**src/rtl/light_timer.sv**
```systemverilog
// light_timer: per-phase seconds timer for a traffic-light controller, with pedestrian hold.
// Ports: clk_i, reset_i (sync, active-low); red_i/green_i/yellow_i current light; ped_btn_i raw button;
//        tick_o 1 s pulse; max_r_o/max_g_o/max_y_o phase expired; pedestrian_o red hold; fault_o lights not one-hot.
// Optional: define LIGHT_TIMER_DEBOUNCE_EN to filter the synchronised button over DB_CYCLES clk cycles.
module light_timer #(
   parameter int CLK_DIV   = 50_000_000,
   parameter int R_TIME    = 6,
   parameter int G_TIME    = 4,
   parameter int Y_TIME    = 2,
   parameter int PED_EXT   = 3,
   parameter int DB_CYCLES = 16
) (
   input  logic clk_i,
   input  logic reset_i,
   input  logic red_i,
   input  logic green_i,
   input  logic yellow_i,
   input  logic ped_btn_i,
   output logic tick_o,
   output logic max_r_o,
   output logic max_g_o,
   output logic max_y_o,
   output logic pedestrian_o,
   output logic fault_o
);

   // Elaboration-time parameter sanity.
   if (CLK_DIV < 2 || CLK_DIV > (1 << 26)) begin : g_bad_clk_div
      $error("light_timer: CLK_DIV out of range");
   end
   if (R_TIME < 1 || R_TIME > 15 || G_TIME < 1 || G_TIME > 15 ||
       Y_TIME < 1 || Y_TIME > 15 || PED_EXT < 1 || PED_EXT > 15) begin : g_bad_times
      $error("light_timer: phase/extension time out of range");
   end
   if (DB_CYCLES < 2 || DB_CYCLES > (1 << 16)) begin : g_bad_db
      $error("light_timer: DB_CYCLES out of range");
   end

   localparam int             PW         = $clog2(CLK_DIV);
   localparam logic [PW-1:0]  PRESC_LAST = PW'(CLK_DIV - 1);
   localparam logic [3:0]     R_LIM      = 4'(R_TIME);
   localparam logic [3:0]     G_LIM      = 4'(G_TIME);
   localparam logic [3:0]     Y_LIM      = 4'(Y_TIME);
   localparam logic [3:0]     PED_LAST   = 4'(PED_EXT - 1);
   localparam logic [2:0]     PH_RED     = 3'b100;

   logic [PW-1:0] presc_q, presc_d;
   logic [3:0]    cnt_q, cnt_d;
   logic [2:0]    phase_q, phase_d;
   logic [1:0]    sync_q, sync_d;
   logic          btn_prev_q, btn_prev_d;
   logic          req_q, req_d;
   logic          ped_q, ped_d;
   logic [3:0]    ped_cnt_q, ped_cnt_d;
   logic          max_r_q, max_r_d;
   logic          max_g_q, max_g_d;
   logic          max_y_q, max_y_d;
   logic          fault_q, fault_d;

   logic [2:0]    lights;
   logic          one_hot;
   logic          fault_now;
   logic          phase_chg;
   logic          tick_int;
   logic          red_entry;
   logic          btn_lvl;
   logic          btn_rise;
   logic          req_pend;

   assign lights    = {red_i, green_i, yellow_i};
   assign one_hot   = (red_i & ~green_i & ~yellow_i) |
                      (~red_i & green_i & ~yellow_i) |
                      (~red_i & ~green_i & yellow_i);
   assign fault_now = ~one_hot;
   assign phase_chg = (phase_q != lights);
   // A phase change restarts the second, so the tick that would have landed here is dropped.
   assign tick_int  = (presc_q == PRESC_LAST) & ~phase_chg;
   assign red_entry = phase_chg & (lights == PH_RED);

`ifdef LIGHT_TIMER_DEBOUNCE_EN
   localparam int            DW      = $clog2(DB_CYCLES);
   localparam logic [DW-1:0] DB_LAST = DW'(DB_CYCLES - 1);

   logic          db_lvl_q, db_lvl_d;
   logic [DW-1:0] db_cnt_q, db_cnt_d;

   // Filtered level follows the synchroniser only after DB_CYCLES consecutive cycles at the new level.
   always_comb begin
      db_lvl_d = db_lvl_q;
      db_cnt_d = '0;
      if (sync_q[1] != db_lvl_q) begin
         if (db_cnt_q == DB_LAST) begin
            db_lvl_d = sync_q[1];
         end else begin
            db_cnt_d = db_cnt_q + DW'(1);
         end
      end
   end

   always_ff @(posedge clk_i) begin
      if (!reset_i) begin
         db_lvl_q <= 1'b0;
         db_cnt_q <= '0;
      end else begin
         db_lvl_q <= db_lvl_d;
         db_cnt_q <= db_cnt_d;
      end
   end

   assign btn_lvl = db_lvl_q;
`else
   assign btn_lvl = sync_q[1];
`endif

   assign btn_rise = btn_lvl & ~btn_prev_q;
   // A press seen in the red-entry cycle counts as already latched.
   assign req_pend = req_q | btn_rise;

   always_comb begin
      sync_d     = {sync_q[0], ped_btn_i};
      btn_prev_d = btn_lvl;
      phase_d    = lights;

      presc_d = (phase_chg || presc_q == PRESC_LAST) ? '0 : presc_q + PW'(1);

      req_d     = req_pend;
      ped_d     = ped_q;
      ped_cnt_d = ped_cnt_q;
      if (fault_now) begin
         ped_d     = 1'b0;
         ped_cnt_d = '0;
      end else if (red_entry && req_pend) begin
         ped_d     = 1'b1;
         ped_cnt_d = '0;
      end else if (phase_chg) begin
         // Leaving red mid-hold: drop the hold, keep the request for the next red.
         ped_d     = 1'b0;
         ped_cnt_d = '0;
      end else if (ped_q && tick_int) begin
         if (ped_cnt_q == PED_LAST) begin
            ped_d     = 1'b0;
            ped_cnt_d = '0;
            req_d     = 1'b0;
         end else begin
            ped_cnt_d = ped_cnt_q + 4'd1;
         end
      end

      // Seconds counter is frozen while the pedestrian hold is active.
      cnt_d = cnt_q;
      if (fault_now || phase_chg) begin
         cnt_d = '0;
      end else if (!ped_q && tick_int && cnt_q != 4'hF) begin
         cnt_d = cnt_q + 4'd1;
      end

      // Qualified on the next count so max_* shows the cycle after the expiring tick.
      max_r_d = ~fault_now & ~phase_chg & red_i    & (cnt_d >= R_LIM);
      max_g_d = ~fault_now & ~phase_chg & green_i  & (cnt_d >= G_LIM);
      max_y_d = ~fault_now & ~phase_chg & yellow_i & (cnt_d >= Y_LIM);
      fault_d = fault_now;
   end

   always_ff @(posedge clk_i) begin
      if (!reset_i) begin
         presc_q    <= '0;
         cnt_q      <= '0;
         phase_q    <= PH_RED;
         sync_q     <= '0;
         btn_prev_q <= 1'b0;
         req_q      <= 1'b0;
         ped_q      <= 1'b0;
         ped_cnt_q  <= '0;
         max_r_q    <= 1'b0;
         max_g_q    <= 1'b0;
         max_y_q    <= 1'b0;
         fault_q    <= 1'b0;
      end else begin
         presc_q    <= presc_d;
         cnt_q      <= cnt_d;
         phase_q    <= phase_d;
         sync_q     <= sync_d;
         btn_prev_q <= btn_prev_d;
         req_q      <= req_d;
         ped_q      <= ped_d;
         ped_cnt_q  <= ped_cnt_d;
         max_r_q    <= max_r_d;
         max_g_q    <= max_g_d;
         max_y_q    <= max_y_d;
         fault_q    <= fault_d;
      end
   end

   // tick is combinational off the prescaler; held low while reset is asserted.
   assign tick_o       = reset_i & tick_int;
   assign max_r_o      = max_r_q;
   assign max_g_o      = max_g_q;
   assign max_y_o      = max_y_q;
   assign pedestrian_o = ped_q;
   assign fault_o      = fault_q;

endmodule

```
**config.mk**
```make
export PLATFORM = sky130hd
export DESIGN_NAME = light_timer
export DESIGN_NICKNAME = d
export VERILOG_FILES = /design/src/rtl/light_timer.sv
export SDC_FILE = /design/constraint.sdc
export NUM_CORES = 1
export LEC_CHECK = 0
export ABC_AREA = 1
export CAP_MARGIN = 30
export CORE_UTILIZATION = 59
export DETAILED_ROUTE_END_ITERATION = 8
export GPL_TIMING_DRIVEN = 0
export PLACE_DENSITY = 0.78
export SETUP_SLACK_MARGIN = 0.4
export SYNTH_ARGS = -nofsm -noshare
export SYNTH_HDL_FRONTEND = slang
export SYNTH_SLANG_ARGS = --single-unit
```
**constraint.sdc**
```tcl
create_clock -name clk_i -period 2.1 [get_ports clk_i]
set_clock_uncertainty 0.15 [all_clocks]
set_input_delay 0.315 -clock clk_i [delete_from_list [all_inputs] [get_ports clk_i]]
set_output_delay 0.315 -clock clk_i [all_outputs]
set_load 0.05 [all_outputs]
```
==> flow_metrics.tcl, run 1 <==
set metrics [dict create \
    hold_class "in2reg" \
    top_level_ports 12 \
    drive_gt1_share_pct 41.2 \
    syn_inst 339 \
    syn_area_mm2 0.00238 \
    grt_pass1_wl_mm 9.19 \
    synth.distinct_cells 36 \
    grt_overflow 0 \
    yosys_warnings 0 \
    p_per_area_mw_per_mm2 488 \
    max_clock_freq_ghz 0.493 \
    core_area_mm2 0.00377 \
    dieHeight_um 65.6 \
    synth_nets 347 \
    numPortBuffers 10 \
    period_needed_ps 2030 \
    drt_wl_total_mm 7.99 \
    dieArea_mm2 0.00430 \
    clock_latency_ps 310 \
    first_iter_violations 338 \
    min_path_cells 2 \
    power_frac_seq_pct 53.0 \
    utilization_pct 90.3 \
    p_leak_uw 0.00140 \
    gp_congestion 0.845 \
    r2r_slack_ps 90 \
    ys_ff_latch 46 \
    area_growth_syn_to_layout_pct 42.8 \
    cts_tree "yes" \
    worstReg2RegStart "presc_q[7]$_SDFF_PP0_" \
    cp-start-kind "register" \
    tightest_slew_ps 519 \
    crit_required_ps 1630 \
    wl_per_cell_um 18.2 \
    min_to "phase_q[2]$_SDFF_PN1_" \
    comb_power_share_pct 6.3 \
    final_nets 398 \
    grt.total_usage_pct 28.0 \
    swShare_pct 23.5 \
    hold_viol_final 0 \
    die_w_um 65.6 \
    crit_type "reg2out" \
    final_antenna_net_count 0 \
    critPathCaptureType "primary output" \
    antenna_found_initial 0 \
    status "finished, final reports clean" \
    cts-root-buf "clkbuf_8" \
    synth_ff_type "dfxtp_1" \
    regToRegEndpoint "cnt_q[0]$_SDFF_PN0_" \
    power_uw 1660 \
    cap_violations 0 \
    synth_edf_count 0 \
    internal-power_uw 1270 \
    slew_violations 0 \
    grt_pass1_vias 2044 \
    htree_levels 2 \
    async_flop_share_pct 0 \
    worstPathArrival_ps 1560 \
    hpwl_mm 3.54 \
    grt_max_degree 14 \
    cts_num_sinks 46 \
    diodes 0 \
    finalSetupViolations 0 \
    switching_power_uw 391 \
    crit_fanout 3 \
    holdCritStartpoint "reset_i" \
    hold_buffers 0 \
    cts_buffer_depth 2 \
    first_pass_iters 5 \
    avgSynthCellArea_um2 7.03 \
    num_vias 2557 \
    r2r_cells 11 \
    period_share_pct 96.7 \
    clkPwrFrac_pct 40.7 \
    vdd_drop_max_mv 0.391 \
    slew-limit-headroom_pct 65.1 \
    rsz0062_at_grt "true" \
    path_clk_slew_ps 90 \
    initial_utilization_pct 63.2 \
    row_count 22 \
    synth_seq_area_share_pct 38.6 \
    drc 0 \
    cts_made_buffers 5 \
    drt-vias-per-instance 5.82 \
]
-- cells in the mapped netlist, types with 2 or more instances --
cell type	n	area share, %
a21oi_1	13	2.7
a31oi_1	2	0.52
clkinv_1	2	0.32
dfxtp_1	46	39
ha_1	2	1.0
inv_1	48	7.6
inv_2	5	0.79
nand2_1	73	11
nand2_2	4	1.0
nand3_1	16	3.4
nand3_2	5	2.1
nand4_1	7	1.8
nor2_1	55	8.7
nor2_2	5	1.3
nor2_4	5	2.4
nor3_1	9	1.9
nor3_4	2	1.4
nor3b_1	2	0.63
nor4_1	2	0.52
o21ai_0	7	1.5
or2_2	3	0.79
xnor2_1	5	1.8
xor2_1	8	2.9
-- metal layers --
| layer | track usage [%] | wire [µm] | part of all wire, % |
|---|---|---|---|
| met1 | 37.5 | 2970 | 37 |
| met2 | 47.0 | 3980 | 50 |
| met3 | 5.21 | 704 | 8.8 |
| met4 | 4.89 | 323 | 4.0 |
| met5 | 0 | 0 | 0 |
-- power by group through the flow --
| stage | combinational (µW) | clock [µW] | sequential [µW] |
|---|---|---|---|
| 2_1_floorplan | 38.8 | 0 | 910 |
| 3_3_place_gp | 66.2 | 0 | 905 |
| 3_5_place_dp | 67.4 | 0 | 905 |
| 4_1_cts | 77.2 | 653 | 882 |
| 5_1_grt | 111 | 707 | 882 |
| 6_report | 105 | 676 | 882 |
-- state kept, by name (all words and copies together), names as in the netlist --
signal,count
btn_prev_q,1
cnt_q,4
fault_o,1
max_g_o,1
max_r_o,1
max_y_o,1
ped_cnt_q,4
pedestrian_o,1
phase_q,3
presc_q,26
req_q,1
sync_q,2
-- logic make-up after synthesis --
family	Yosys count	share of synthesized area (%)
fa+ha+maj	2	1.05
simple gates	194	40.1
flops	46	38.6
xor+xnor	13	4.78
buf+inv	59	9.82
compound gates	25	5.62
-- cell type report --
class | count | area [µm²]
Multi-Input combinational cell | 234 | 1590
Buffer | 4 | 42.5
Clock buffer | 7 | 76.3
Inverter | 55 | 220
Tap cell | 48 | 60.1
Clock inverter | 1 | 30.0
Sequential cell | 46 | 943
Timing Repair Buffer | 44 | 443
Fill cell | 143 | 367
-- through the flow --
step	hold WS (ps)	cell area (µm²)	worst slack, ps	std cells	setup TNS [ps]
2_1_floorplan	240	2430	385	339	0
3_3_place_gp	259	2590	-730	397	-2840
3_5_place_dp	254	2590	-739	397	-3470
4_1_cts	149	2960	156	420	0
5_1_grt	207	3400	-94.2	439	-246
6_report	182	3400	70.2	439	0
-- worst max-delay path by stage --
| stage | from | endpoint | slack (ps) | cells after the start |
|---|---|---|---|---|
| global placement | yellow_i | tick_o | -730 | 7 |
| finish | phase_q[0]$_SDFF_PN0_ | tick_o | 70 | 6 |
| detailed placement | yellow_i | tick_o | -740 | 7 |
| global route | presc_q[6]$_SDFF_PP0_ | max_r_o$_SDFF_PN0_ | -90 | 14 |
| CTS | presc_q[21]$_SDFF_PP0_ | tick_o | 160 | 5 |
| floorplan | presc_q[0]$_SDFF_PP0_ | tick_o | 380 | 5 |
-- worst max-delay path, stage by stage, from the launching register on --
cell	delay [ps]
dfxtp_1	350
xnor2_1	220
nand3_2	130
nor2_2	150
inv_2	90
nor3_4	140
buf_6	180
-- cells in the final DEF, fill, tap and decap left out, types with 2 or more instances in the layout --
| cell type | n |
|---|---|
| nand4_1 | 7 |
| or2_2 | 2 |
| nor3_1 | 4 |
| nor3_4 | 4 |
| o21ai_2 | 4 |
| nor2_2 | 15 |
| clkinv_4 | 2 |
| a21oi_2 | 6 |
| nand3_1 | 11 |
| dfxtp_2 | 9 |
| inv_1 | 44 |
| nand2_2 | 17 |
| clkbuf_8 | 5 |
| inv_2 | 7 |
| o21ai_4 | 2 |
| buf_4 | 21 |
| nand3_2 | 7 |
| nor2_4 | 19 |
| dlygate4sd2_1 | 7 |
| dfxtp_1 | 34 |
| nor4_1 | 2 |
| nand3_4 | 4 |
| buf_6 | 11 |
| xnor2_1 | 5 |
| clkbuf_1 | 2 |
| nand2_4 | 3 |
| a21oi_1 | 8 |
| buf_8 | 3 |
| xor2_1 | 8 |
| nand2_1 | 57 |
| a31oi_1 | 2 |
| nor2_1 | 31 |
| nor3_2 | 4 |
| nor3b_2 | 3 |
| dfxtp_4 | 3 |
-- repair_timing --
item	in CTS	in global routing
gates cloned	1	1
resized for setup	57	87
endpoints found under the hold margin	0	0
setup endpoints to repair	45	41
pin swaps	17	43
buffers inserted	14	18
Note: power is estimated with default switching activity, not from simulation.
==> run 2, diff against run 1 <==
Settings changed: CORE_MARGIN set to 8.
==> run 2 against run 1 <==
  * Global-route usage shrank 10 points
  * Largest power group unchanged
  * Via count is 4.3% lower
  * Critical endpoint is now max_y_o$_SDFF_PN0_
  * Worst setup slack improved by 0.73 ps
  * Design area decreased by 0.92%
  * Final cell count decreased by 0.23%
  * First-iteration DRC count down 53%
  * Critical path type is now reg2reg
  * Routed wire length is 15% lower
  * Utilization is 4.7 points lower
  * Clock power decreased by 3%
  * Worst hold slack got worse by 34 ps
  * Register-to-register slack worse by 20 ps
  * Count of clock-buffer cells in the layout stayed put
==> flow_metrics.tcl, run 2 (synthesized netlist as in run 1, its figures left out) <==
set metrics [dict create \
    status "finished, final reports clean" \
    cts_buffer_depth 2 \
    core_area_mm2 0.00394 \
    drt-vias-per-instance 5.58 \
    internal-power_uw 1270 \
    final_antenna_net_count 0 \
    row_count 23 \
    hold_buffers 0 \
    setup_tns_ps 0 \
    final_cell_mix "58 x nand2_1, 45 x inv_1, 35 x nor2_1, 28 x dfxtp_1, 19 x buf_4" \
    finalSetupViolations 0 \
    dieArea_mm2 0.00633 \
    gp_congestion 0.846 \
    final_nets 395 \
    final_common_cell "nand2_1" \
    cts_num_sinks 46 \
    cts-root-buf "clkbuf_8" \
    die_w_um 79.6 \
    grt_pass1_vias 2204 \
    wl_per_cell_um 15.5 \
    initial_utilization_pct 60.5 \
    switching_power_uw 368 \
    diodes 0 \
    drt_wl_total_mm 6.81 \
    comb_power_share_pct 6.4 \
    cap_violations 0 \
    grt_max_degree 14 \
    path_clk_slew_ps 80 \
    crit_fanout 4 \
    largest_register "presc_q" \
    cts_made_buffers 5 \
    critPathCaptureType "register" \
    dpl_cell_area_mm2 0.00259 \
    vdd_drop_max_mv 0.365 \
    htree_levels 2 \
    slew_violations 0 \
    numPortBuffers 10 \
    cts_tree "yes" \
    dieHeight_um 79.6 \
    fin_area_mm2 0.00337 \
    crit_required_ps 2160 \
    p_leak_uw 0.00138 \
    p_per_area_mw_per_mm2 487 \
    rsz0062_at_grt "true" \
    first_iter_violations 159 \
    hold_viol_final 0 \
    power_uw 1640 \
    num_vias 2446 \
    clkPwrFrac_pct 39.9 \
    drive_gt1_share_pct 40.7 \
    max_clock_freq_ghz 0.493 \
    first_pass_iters 4 \
    period_needed_ps 2030 \
    hpwl_mm 3.61 \
    worstPathArrival_ps 2090 \
    top_level_ports 12 \
    largest_reg_flops 26 \
    crit_type "reg2reg" \
    cp-start-kind "register" \
    power_frac_seq_pct 53.7 \
    clock_latency_ps 300 \
    hold_class "in2reg" \
    grt.total_usage_pct 17.8 \
    period_share_pct 96.6 \
    tightest_slew_ps 505 \
    drc 0 \
    grt_overflow 0 \
    slew-limit-headroom_pct 66.5 \
    antenna_found_initial 0 \
    swShare_pct 22.4 \
    area_growth_syn_to_layout_pct 41.5 \
    top_regs "presc_q x26, cnt_q x4, ped_cnt_q x4" \
    grt_pass1_wl_mm 9.17 \
]
run 2: final cells by class:
class | instances | area, µm²
Sequential cell | 46 | 953
Tap cell | 50 | 62.6
Inverter | 55 | 213
Buffer | 4 | 42.5
Clock inverter | 1 | 30.0
Clock buffer | 7 | 76.3
Timing Repair Buffer | 41 | 420
Multi-Input combinational cell | 234 | 1580
Fill cell | 203 | 569
run 2: layer usage:
metal / track usage, % / part of all wire [%]
met3: 5.18 / 5.6
met5: 0 / 0
met1: 19.8 / 43
met2: 31.1 / 48
met4: 6.85 / 3.5
run 2: power groups by stage:
stage	logic (µW)	registers, µW	clock network (µW)
global route	113	883	696
CTS	74.7	883	658
detailed placement	67.2	905	0
finish	105	882	656
floorplan	38.8	910	0
global placement	65.9	904	0
run 2: timing repair:
| item | 4_1_cts | 5_1_grt |
|---|---|---|
| pin swaps | 15 | 32 |
| resized for setup | 56 | 80 |
| setup buffers | 13 | 16 |
| cloned | 0 | 2 |
| setup endpoints to repair | 45 | 40 |
run 2: final timing paths:
path                          startpoint                    end  slack [ps]  cells after the start
setup / recovery  presc_q[25]$_SDFF_PP0_     max_y_o$_SDFF_PN0_          70                     13
hold / removal                   reset_i  phase_q[2]$_SDFF_PN1_         150                      2
setup reg to reg  presc_q[25]$_SDFF_PP0_     max_y_o$_SDFF_PN0_          70                     13
hold reg to reg     sync_q[0]$_SDFF_PN0_   sync_q[1]$_SDFF_PN0_         280                      2
run 2: critical path, cell delays in order, from the launching register on:
cell     delay (ps)
dfxtp_1         400
nand2_1         120
inv_2            90
nand2_2          80
nor2_4          130
nand2_4          80
buf_6           120
nor2_4          150
buf_6           130
nand4_1         160
nand3_4         140
nand3_2          60
nand2_1          70
inv_1            50
run 2: through the flow:
stage / hold WS [ps] / std cells / worst slack [ps] / utilization (%)
global route: 153 / 438 / 11.8 / 85.6
floorplan: 240 / 339 / 385 / -
global placement: 243 / 399 / -720 / 65.7
finish: 147 / 438 / 70.9 / 85.6
CTS: 131 / 420 / 168 / 73.4
detailed placement: 258 / 399 / -735 / 65.7
==> run 3, diff against run 2 <==
Settings changed: SKIP_LAST_GASP set to 1.
==> results of run 3 <==
Final layout, timing and power as in run 2 (identical DEF).
==> RTL edit 1 (settings of run 3) <==
One comparison of `ped_cnt_q` changes from == to >=.
--- a/src/rtl/light_timer.sv
+++ b/src/rtl/light_timer.sv
@@ -137,7 +137,7 @@
          ped_d     = 1'b0;
          ped_cnt_d = '0;
       end else if (ped_q && tick_int) begin
-         if (ped_cnt_q == PED_LAST) begin
+         if (ped_cnt_q >= PED_LAST) begin
             ped_d     = 1'b0;
             ped_cnt_d = '0;
             req_d     = 1'b0;
Function: same outputs for any inputs over 10 cycles, from zero or initial values and one cycle with reset_i low; that may be too few to reach the edited logic, so the function may still have changed.
==> RTL edit 1 against run 3 <==
Synthesized area fell by 4.4%. Global-route usage fell by 0.097 points. Count of clock-buffer cells in the layout fell by 2. Wire length fell by 11%. Sequential cell count did not move. Worst setup slack got worse by 16 ps. Power rose by 0.65%. Final area fell by 9.9%. Largest cell class unchanged.
==> RTL edit 1: results <==
setup_path:
  arrival_ps: 1580
  max_stage_delay_ps: 450
  path_delay_family: "simple AND/OR/NAND/NOR gates"
  path_max_fanout: 4
  rrSetupSlack_ps: 220
clocking:
  clk-insertion-delay-late_ps: 310
  cts_max_level: 2
  clock_path_buffers: 2
  clock-root-buffer: "clkbuf_8"
  numCtsBuffers: 5
grt:
  grt_max_degree: 16
  grt_pass1_wl_mm: 8.96
  use_met2_pct: 27.8
  use_met3_pct: 5.24
  grt_pass1_vias: 2022
  grt_usage_pct: 17.7
  antenna_found_initial: 0
  use_met1_pct: 22.3
route:
  drtPass1Iterations: 5
  num_vias: 2291
  wirelength_mm: 6.04
  drtIter0Drc: 177
  drt-wirelength-per-cell_um: 14.7
placement:
  gp_congestion: 0.907
  dpl_cell_area_um2: 2480
  hpwl_mm: 3.45
  dp.cells: 377
  post-place-ws_ps: -904
  portBuffers: 10
synthesis:
  ys_async_sr_fraction_pct: 0
  yosysWarnings: 0
  synth_edf_count: 0
  seq_area_frac_synth_pct: 40.4
  synth_cells: 319
  synth_cell_types: 32
  synth_fp_nets: 329
  synth_common_cells: "58 x nand2_1, 47 x inv_1, 46 x dfxtp_1, 44 x nor2_1, 23 x a21oi_1"
  synth.area.top_cells: "dfxtp_1 40%, nand2_1 9.5%, inv_1 7.7%"
  synthFlopType: "dfxtp_1"
cells_and_area:
  top_regs: "presc_q: 26 flops, cnt_q: 4 flops, ped_cnt_q: 4 flops"
  layout.nets: 371
  fillers: 244
  drive_gt1_share_pct: 33.1
timing:
  hold_ws_ps: 125
  setup_slack_ps: 54.5
  setup-violations-final: 0
  tightestPinTransition_ps: 496
status:
  run_status: "finished clean"
worst_hold_path:
  hp-class: "in -> reg"
power_and_ir_drop:
  p_leak_nw: 1.26
  ir_drop_mv: 0.544
==> RTL edit 1: final timing paths <==
| kind | from | endpoint | cells past startpoint |
|---|---|---|---|
| hold / removal | red_i | phase_q[2] | 3 |
| setup reg to reg | presc_q[14] | max_r_o | 9 |
| hold reg to reg | sync_q[0] | sync_q[1] | 2 |
| setup / recovery | presc_q[14] | tick_o | 5 |
==> RTL edit 1: routing by layer <==
metal	vias to the layer above	routed length (µm)
li1	1105	-
met4	0	165
met1	1067	2610
met5	-	0
met3	17	398
met2	102	2870
==> RTL edit 1: layout make-up <==
class	count	area (µm²)	share of cell area, %
plain buffers	3	30.0	0.988
clock buffers	5	68.8	2.26
flip-flops and latches	46	950	31.2
multi-input cells	217	1390	45.7
inverters	54	210	6.91
clock inverters	3	43.8	1.44
well taps	48	60.1	1.98
repair buffers	34	289	9.51
==> RTL edit 1: tightest hold or removal path, cell delays in order <==
cell and delay [ps]:
dlymetal6s2s_1 110, inv_1 80, nand2_1 60
==> RTL edit 1: repair_timing <==
action,CTS,global route
gates resized for setup,51,47
buffers inserted,14,10
endpoints found under the setup margin,45,40
gates cloned,1,0
pin swaps,10,14
==> RTL edit 1: power by group <==
part / leakage [nW] / total [mW] / switching, mW / internal [mW]
combinational: 0.828 / 0.104 / 0.0615 / 0.0425
sequential: 0.380 / 0.879 / 0.00390 / 0.875
clock: 0.0547 / 0.671 / 0.316 / 0.355
total: 1.26 / 1.65 / 0.382 / 1.27
==> RTL edit 1: kinds of logic after synthesis <==
logic type      count (synthesis)  share of synthesized area (%)
simple gates                  166                           35.8
buf+inv                        57                           9.71
flops                          46                           40.4
compound gates                 39                           9.17
xor+xnor                        7                           2.69
fa+ha+maj                       4                           2.20
==> RTL edit 2 (config.mk and constraints of run 3) <==
Without the edit above. Add a define of `LIGHT_TIMER_DEBOUNCE_EN`.
--- a/src/rtl/light_timer.sv
+++ b/src/rtl/light_timer.sv
@@ -2,6 +2,8 @@
 // Ports: clk_i, reset_i (sync, active-low); red_i/green_i/yellow_i current light; ped_btn_i raw button;
 //        tick_o 1 s pulse; max_r_o/max_g_o/max_y_o phase expired; pedestrian_o red hold; fault_o lights not one-hot.
 // Optional: define LIGHT_TIMER_DEBOUNCE_EN to filter the synchronised button over DB_CYCLES clk cycles.
+`define LIGHT_TIMER_DEBOUNCE_EN
+
 module light_timer #(
    parameter int CLK_DIV   = 50_000_000,
    parameter int R_TIME    = 6,
Check against the original RTL: not equivalent (Yosys sat finds a counterexample within 4 cycles, from zero or initial values and one cycle with reset_i low).
==> RTL edit 2 against run 3 <==
Via count grew 0.29%. Fmax grew 0.36%. Sequential cell count rose by 5. Power up 8.2%. Synthesized area rose by 3.1%. Non-clock buffer count decreased by 8. Wire length is 2.1% lower. Worst setup slack gained 7.4 ps. Final area down 2.1%. Hold slack improved by 34 ps. Die area up 2.5%. Critical endpoint is now presc_q[24].
==> RTL edit 2: results <==
status:
  run_status: "finished clean"
power_and_ir_drop:
  p_leak_nw: 1.34
  p_sw_share_pct: 21.8
  ir_drop_mv: 0.526
grt:
  use_met2_pct: 29.3
  grt_pass1_vias: 2100
  use_met1_pct: 22.8
  grt_pass1_wl_mm: 9.42
  grt_max_degree: 16
  grt_usage_pct: 18.0
synthesis:
  seq_area_frac_synth_pct: 41.5
  synth_cell_types: 32
  synth_fp_nets: 354
  synth.area.top_cells: "dfxtp_1 42%, nand2_1 11%, inv_1 8.4%"
route:
  drtIter0Drc: 213
  drt-wirelength-per-cell_um: 15.2
  drtPass1Iterations: 6
placement:
  gp_congestion: 0.876
  hpwl_mm: 3.42
clocking:
  numCtsBuffers: 5
  clk-insertion-delay-late_ps: 310
setup_path:
  arrival_ps: 2120
  path_max_fanout: 8
  max_stage_delay_ps: 350
timing:
  maxSlewHeadroom_pct: 64.1
cells_and_area:
  layout.nets: 397
  drive_gt1_share_pct: 34.2
  fillers: 233
## RTL edit 2: area by class of cell
type | instances | area share (%)
multi-input combinational | 236 | 45.8
timing repair buffer | 35 | 10.2
tap | 50 | 1.89
clock buffer | 6 | 2.50
clock inverter | 2 | 1.06
sequential | 51 | 31.3
buffer | 2 | 0.568
inverter | 57 | 6.67
## RTL edit 2: cell families (layout without fill, tap and decap cells)
logic type      after synthesis  after routing  synth area share (%)
simple gates                188            189                  37.1
buf+inv                      59            102                  9.16
flops                        51             51                  41.5
compound gates               35             35                  7.48
xor+xnor                      9              9                  3.21
fa+ha+maj                     3              3                  1.53
## RTL edit 2: power by group through the flow
stage / combinational (mW) / clock [mW] / sequential, mW
2_1_floorplan: 0.0352 / 0 / 1.01
3_3_place_gp: 0.0603 / 0 / 1.00
3_5_place_dp: 0.0609 / 0 / 1.00
4_1_cts: 0.0741 / 0.718 / 0.977
5_1_grt: 0.0897 / 0.756 / 0.978
6_report: 0.0820 / 0.719 / 0.977
## RTL edit 2: routing by layer
metal	routed length [µm]	up-vias
met2	3260	101
met5	0	-
met3	442	18
met1	2780	1157
met4	184	0
li1	-	1177
## RTL edit 2: path summary, 6_finish.rpt
check                  start          end  slack [ps]  depth (start not counted)
hold / removal       reset_i   phase_q[2]         180                          2
setup reg to reg  presc_q[1]  presc_q[24]          80                         13
hold reg to reg    sync_q[0]    sync_q[1]         290                          2
setup / recovery  presc_q[1]  presc_q[24]          80                         13
## RTL edit 2: stage by stage
step           TNS, ps  area, µm²  hold slack [ps]  instances  setup slack (ps)
6_report             0       3300              181        439              78.3
4_1_cts              0       3130              179        434              98.6
3_5_place_dp     -3680       2660              264        405              -689
3_3_place_gp     -3450       2660              260        405              -701
2_1_floorplan        0       2490              240        345               329
5_1_grt              0       3300              203        439              14.8
## RTL edit 2: timing repair
action	in CTS	in global routing
pin swaps	25	23
cloned	2	0
buffers inserted	19	5
resized for setup	80	43
endpoints found under the setup margin	45	41
hold buffers	0	0
